===== config.mk =====
export PLATFORM = sky130hd
export DESIGN_NAME = demux32_buf
export DESIGN_NICKNAME = d
export VERILOG_FILES = /design/src/rtl/demux32_buf_pkg.sv /design/src/rtl/demux_fifo.sv /design/src/rtl/demux32_buf.sv
export SDC_FILE = /design/constraint.sdc
export NUM_CORES = 1
export LEC_CHECK = 0
export CORE_MARGIN = 2
export CORE_UTILIZATION = 52
export CTS_CLUSTER_DIAMETER = 80
export DETAILED_ROUTE_END_ITERATION = 12
export PLACE_DENSITY = 0.89
export RECOVER_POWER = 25
export SYNTH_ARGS = -nofsm -noshare
export SYNTH_HDL_FRONTEND = slang
export SYNTH_SLANG_ARGS = --single-unit

===== constraint.sdc =====
create_clock -name clk -period 2 [get_ports clk]
set_clock_uncertainty 0.2 [all_clocks]
set_input_delay 0.2 -clock clk [delete_from_list [all_inputs] [get_ports clk]]
set_output_delay 0.2 -clock clk [all_outputs]
set_load 0.01 [all_outputs]

===== src/rtl/demux32_buf_pkg.sv =====
// Shared definitions for the demux32_buf routing block.
//   DEFAULT_WIDTH : default data word width
//   DEST_OUT0/1   : in_sel encodings for the two destinations
//   cnt_width()   : occupancy counter width for a given FIFO depth
package demux32_buf_pkg;

    localparam int unsigned DEFAULT_WIDTH = 32;

    localparam logic DEST_OUT0 = 1'b0;
    localparam logic DEST_OUT1 = 1'b1;

    // Count must represent 0..DEPTH inclusive, hence one bit more than the pointer.
    function automatic int unsigned cnt_width(input int unsigned depth);
        return $clog2(depth) + 1;
    endfunction

endpackage


===== src/rtl/demux_fifo.sv =====
// Synchronous single-clock FIFO used as a per-destination buffer.
//   clk, reset           : clock, asynchronous active-low reset
//   push, push_data      : write request and word (ignored while full)
//   full                 : count == DEPTH
//   pop                  : read request (ignored while empty)
//   head_data            : word at the head pointer
//   empty                : count == 0
//   count                : occupancy, 0..DEPTH
module demux_fifo
    import demux32_buf_pkg::*;
#(
    parameter int unsigned WIDTH = DEFAULT_WIDTH,
    parameter int unsigned DEPTH = 2
) (
    input  logic                            clk,
    input  logic                            reset,
    input  logic                            push,
    input  logic [WIDTH-1:0]                push_data,
    output logic                            full,
    input  logic                            pop,
    output logic [WIDTH-1:0]                head_data,
    output logic                            empty,
    output logic [cnt_width(DEPTH)-1:0]     count
);

    localparam int unsigned PtrW = $clog2(DEPTH);
    localparam int unsigned CntW = cnt_width(DEPTH);

    logic [WIDTH-1:0] mem_q [DEPTH];
    logic [PtrW-1:0]  wr_ptr_q, wr_ptr_d;
    logic [PtrW-1:0]  rd_ptr_q, rd_ptr_d;
    logic [CntW-1:0]  count_q, count_d;
    logic             do_push, do_pop;

    assign full      = (count_q == CntW'(DEPTH));
    assign empty     = (count_q == '0);
    // No same-cycle bypass: a full FIFO refuses the push even if it pops.
    assign do_push   = push & ~full;
    assign do_pop    = pop & ~empty;
    assign head_data = mem_q[rd_ptr_q];
    assign count     = count_q;

    always_comb begin
        wr_ptr_d = wr_ptr_q;
        rd_ptr_d = rd_ptr_q;
        count_d  = count_q;
        // DEPTH is a power of two, so pointer overflow is the modulo wrap.
        if (do_push) wr_ptr_d = wr_ptr_q + PtrW'(1);
        if (do_pop)  rd_ptr_d = rd_ptr_q + PtrW'(1);
        case ({do_push, do_pop})
            2'b10:   count_d = count_q + CntW'(1);
            2'b01:   count_d = count_q - CntW'(1);
            default: count_d = count_q;
        endcase
    end

    always_ff @(posedge clk or negedge reset) begin
        if (!reset) begin
            wr_ptr_q <= '0;
            rd_ptr_q <= '0;
            count_q  <= '0;
            for (int unsigned i = 0; i < DEPTH; i++) begin
                mem_q[i] <= '0;
            end
        end else begin
            wr_ptr_q <= wr_ptr_d;
            rd_ptr_q <= rd_ptr_d;
            count_q  <= count_d;
            if (do_push) mem_q[wr_ptr_q] <= push_data;
        end
    end

endmodule


===== src/rtl/demux32_buf.sv =====
// Registered 1-to-2 demultiplexer with a FIFO per destination.
//   clk, reset                     : clock, asynchronous active-low reset
//   in_valid/in_ready/in_sel/in_data : producer channel; in_sel picks out0 or out1
//   outN_valid/outN_ready/outN_data  : consumer channels, head of FIFO N
//   outN_count                       : occupancy of FIFO N
module demux32_buf
    import demux32_buf_pkg::*;
#(
    parameter int unsigned WIDTH = DEFAULT_WIDTH,
    parameter int unsigned DEPTH = 2
) (
    input  logic                        clk,
    input  logic                        reset,
    input  logic                        in_valid,
    output logic                        in_ready,
    input  logic                        in_sel,
    input  logic [WIDTH-1:0]            in_data,
    output logic                        out0_valid,
    input  logic                        out0_ready,
    output logic [WIDTH-1:0]            out0_data,
    output logic                        out1_valid,
    input  logic                        out1_ready,
    output logic [WIDTH-1:0]            out1_data,
    output logic [cnt_width(DEPTH)-1:0] out0_count,
    output logic [cnt_width(DEPTH)-1:0] out1_count
);

    logic full0, full1;
    logic empty0, empty1;
    logic push0, push1;
    logic accept;

    // Readiness tracks only the selected destination, so a full out1 never stalls out0.
    assign in_ready = (in_sel == DEST_OUT1) ? ~full1 : ~full0;
    assign accept   = in_valid & in_ready;
    assign push0    = accept & (in_sel == DEST_OUT0);
    assign push1    = accept & (in_sel == DEST_OUT1);

    assign out0_valid = ~empty0;
    assign out1_valid = ~empty1;

    demux_fifo #(
        .WIDTH (WIDTH),
        .DEPTH (DEPTH)
    ) u_fifo0 (
        .clk       (clk),
        .reset     (reset),
        .push      (push0),
        .push_data (in_data),
        .full      (full0),
        .pop       (out0_ready),
        .head_data (out0_data),
        .empty     (empty0),
        .count     (out0_count)
    );

    demux_fifo #(
        .WIDTH (WIDTH),
        .DEPTH (DEPTH)
    ) u_fifo1 (
        .clk       (clk),
        .reset     (reset),
        .push      (push1),
        .push_data (in_data),
        .full      (full1),
        .pop       (out1_ready),
        .head_data (out1_data),
        .empty     (empty1),
        .count     (out1_count)
    );

endmodule


==> results.txt <==
The flow ran to the end, but the final reports show violations. The checks that failed: setup timing. In this run the worst path has a maximum fanout of 5. The number of different library cells in the post-synthesis netlist came out at 24. The number of buffers on the longest clock path is 2, and the detailed-routing iteration count for the pre-antenna-repair pass is 6. Power spread over the standard cell area amounts to 1870 nW/um2. The run gives 630 as the number of placed instances, taps included.

The estimated wirelength of the detail-placed design came out at 8310 um. Measured along the x axis, the die boundary spans 111 um. Core area: 11300 um2.

Among the stages of the critical path, the cell type that occurs most often is sky130_fd_sc_hd__buf_6. The maximum resistive drop on vdd was 0.00106 V; the data arrival time at the worst-slack endpoint was 1.64 ns. The run gives 491 MHz as the peak clock frequency supported by timing. The worst-path cell with the longest stage delay was sky130_fd_sc_hd__dfrtp_2. Across all layers, the routed design uses 3631 vias.

After synthesis, the mean cell area works out to 15.7 um2. Hold is met by 0.280 ns. 0 antenna diodes ended up in the layout. At the end of routability-driven placement, the weighted congestion stood at 0.738.

For the net count after synthesis, the log shows 419. The number of nets at the end of the flow was 560; the residual overflow from global routing was 0. The actual slew at the worst max-slew pin was 0.874 ns. After detailed routing, the total wire length is 13600 um. For the overall fraction of global-route tracks in use, the log shows 0.233. The die covers 12300 um2. The tools report the post-detailed-route DRC marker count as 0.

The count of final max-slew check failures is 0. The leakage dissipation is 3.59 nW. Top cell family by delay on the critical path: buffers and inverters. The setup path with the least slack is of type reg2out. For the largest net degree at the start of global routing, the log shows 63. Number of clock buffers inserted by TritonCTS: 17. For the number of standard cells in the layout, taps in and fillers out, the log shows 675. The first global-routing pass estimated 22300 um of wire. 109 I/O pins were placed. With fillers left out, the area of the finished cells amounts to 8130 um2. The share of the clock period used by the worst path after layout is 1.02. The synthesized design contains 136 register bits.

The quantity of I/O buffers inserted on ports came out at 108. The root cell of the clock tree is sky130_fd_sc_hd__clkbuf_16. The tools report the via count of the first global-routing pass as 4099. Traced cell by cell, the critical path runs through buf_6 -> buf_12 -> buf_16 -> mux2_2 -> buf_6.

At the later pin of the worst-skew pair, clock insertion delay measures 0.41 ns. The detail-routed net length per standard cell was 20.1 um. For the number of antenna violations at the first check in global routing, the log shows 0. The tightest min-delay check is of the in2async type. The area overhead of the layout relative to synthesis was 36.5%; the required time at the endpoint of the critical path was 1.60 ns.

Subtracting the final worst setup slack from the clock period gives 2.04 ns. The final setup slack of the worst path was -0.0365 ns; the share of layout cells above drive strength 1 was 0.594. The tools report the count of clock tree sinks as 136. The floorplan row count came out at 39.

The run gives 0.417 as the worst relative slew slack. For the detailed router's first-iteration violation count, the log shows 153. The run gives 15.2 mW as the overall power of the completed layout.

In the routed layout, each cell is associated on average with a via count of 5.38. The die is 111 um tall. The number of warning messages in the yosys log is 0, and the final count of negative-setup-slack endpoints is 5. TritonCTS built the clock tree. The sequential area share after synthesis came out at 0.571.

The logs give 0 for the post-route antenna net violation count and 4 for the depth of the CTS H-tree. Summing all placed instances gives a cell area of 7390 um2. Together, buffers and inverters on the worst path number 4. For the initial standard-cell utilization of the core, the log shows 0.526.

The tool flagged a number of max-cap violations equal to 0. The worst setup path is captured at an output port. The worst setup path is launched from a register.

Setup repair after global routing could not meet its margin everywhere. Counting every instance in the synthesized netlist gives 379. The count of final hold-check violations is 0, and the critical path's largest stage delay is 0.43 ns. The cell area that synthesis handed to floorplanning was 5960 um2. The clock transition at the register clock pins on the worst setup and hold paths after CTS came out at 0.06 ns.
-- state kept, by name, indices dropped and copies added, names as in the netlist --
name / flops
u_fifo1.wr_ptr_q: 1
u_fifo1.mem_q: 64
u_fifo0.wr_ptr_q: 1
u_fifo1.rd_ptr_q: 1
u_fifo0.count: 2
u_fifo0.mem_q: 64
u_fifo0.rd_ptr_q: 1
u_fifo1.count: 2
-- metrics by stage --
| step | TNS, ns | utilization | setup WS (ns) |
|---|---|---|---|
| after global routing | -0.330 | 0.718 | -0.0681 |
| after floorplan | 0 | - | 0.183 |
| after global placement | 0 | 0.653 | 0.0392 |
| final | -0.164 | 0.718 | -0.0365 |
| after CTS | -1.43 | 0.723 | -0.0748 |
| after detailed placement | -0.251 | 0.653 | -0.0225 |
-- power breakdown --
| part | switching [mW] | leakage [nW] | internal (mW) |
|---|---|---|---|
| clock network | 1.16 | 0.296 | 2.02 |
| logic | 2.73 | 1.68 | 4.34 |
| registers | 0.811 | 1.61 | 4.18 |
-- Yosys cell counts (all sizes together) --
| master | n | share of area |
|---|---|---|
| dfrtp | 136 | 0.57 |
| clkbuf | 2 | 0.0013 |
| xor2 | 4 | 0.0059 |
| mux2 | 192 | 0.36 |
| or2 | 2 | 0.0021 |
| nand4b | 1 | 0.0025 |
| a21oi | 1 | 0.00084 |
| nand3 | 1 | 0.00084 |
| nand2b | 2 | 0.0034 |
| buf | 19 | 0.024 |
| nand3b | 1 | 0.0013 |
| nand2 | 1 | 0.00063 |
| xnor2 | 6 | 0.0088 |
| and4bb | 1 | 0.0021 |
| nand4 | 1 | 0.0021 |
| ha | 2 | 0.0042 |
| nor3 | 1 | 0.0017 |
| and2 | 2 | 0.0021 |
| nor2b | 1 | 0.0011 |
| nor2 | 3 | 0.0019 |
-- placed cells by master (no fill, tap or decap), drive strengths merged --
cell type | netlist | layout
nor2 | 3 | 3
clkinv | 0 | 6
and2 | 2 | 2
nand2 | 1 | 1
ha | 2 | 2
inv | 0 | 1
nand2b | 2 | 2
and4bb | 1 | 1
a21oi | 1 | 1
dlygate4sd2 | 0 | 6
nor3 | 1 | 1
nand4b | 1 | 1
buf | 19 | 87
clkdlybuf4s50 | 0 | 40
mux2 | 192 | 192
nand3b | 1 | 1
dlygate4sd3 | 0 | 1
xor2 | 4 | 4
nor2b | 1 | 1
dfrtp | 136 | 136
clkinvlp | 0 | 1
bufinv | 0 | 3
nand4 | 1 | 1
xnor2 | 6 | 6
clkbuf | 2 | 23
or2 | 2 | 2
clkdlybuf4s15 | 0 | 6
nand3 | 1 | 1
-- final cells by class --
| type | instances | area (um2) |
|---|---|---|
| clock buffer | 20 | 457 |
| clock inverter | 11 | 148 |
| fill | 725 | 3190 |
| multi-input combinational | 222 | 2450 |
| sequential | 136 | 3410 |
| tap | 143 | 179 |
| timing repair buffer | 143 | 1490 |
-- kinds of logic after synthesis --
kind of cell               after synthesis  share of synthesized area
muxes                                  192                      0.363
and+or+nand+nor                         17                     0.0216
AOI/OAI and AO/OA                        1                   0.000839
buffers and inverters                   21                     0.0248
adders and majority gates                2                    0.00420
DFF                                    136                      0.571
xor gates and xnor gates                10                     0.0147
-- final timing paths --
check,cells past startpoint,from,end,slack [ns]
setup / recovery,5,u_fifo1.rd_ptr_q,out1_data[10],-0.04
hold reg to reg,1,u_fifo1.mem_q[38],u_fifo1.mem_q[38],0.30
hold / removal,2,reset,u_fifo0.mem_q[51],0.28
max in group asynchronous,3,reset,u_fifo1.mem_q[61],0.28
min in group clk,2,in_data[8],u_fifo0.mem_q[8],0.30
setup reg to reg,5,u_fifo0.count[1],u_fifo0.count[1],0.15
-- per-layer routing --
metal	track usage	up-vias	wire length, um
li1	-	1637	-
met4	0.0683	0	129
met5	0	-	0
met3	0.0530	11	519
met1	0.304	1896	5830
met2	0.392	87	7070
-- timing repair --
item                       CTS  global route
hold endpoints to repair    59             0
setup buffers               10             2
hold buffers                 1             0
resized for setup          267            27
setup endpoints to repair   67            38
cloned                       5             0
pin swaps                    0             0
No activity file was read; power rests on OpenSTA's default activity.
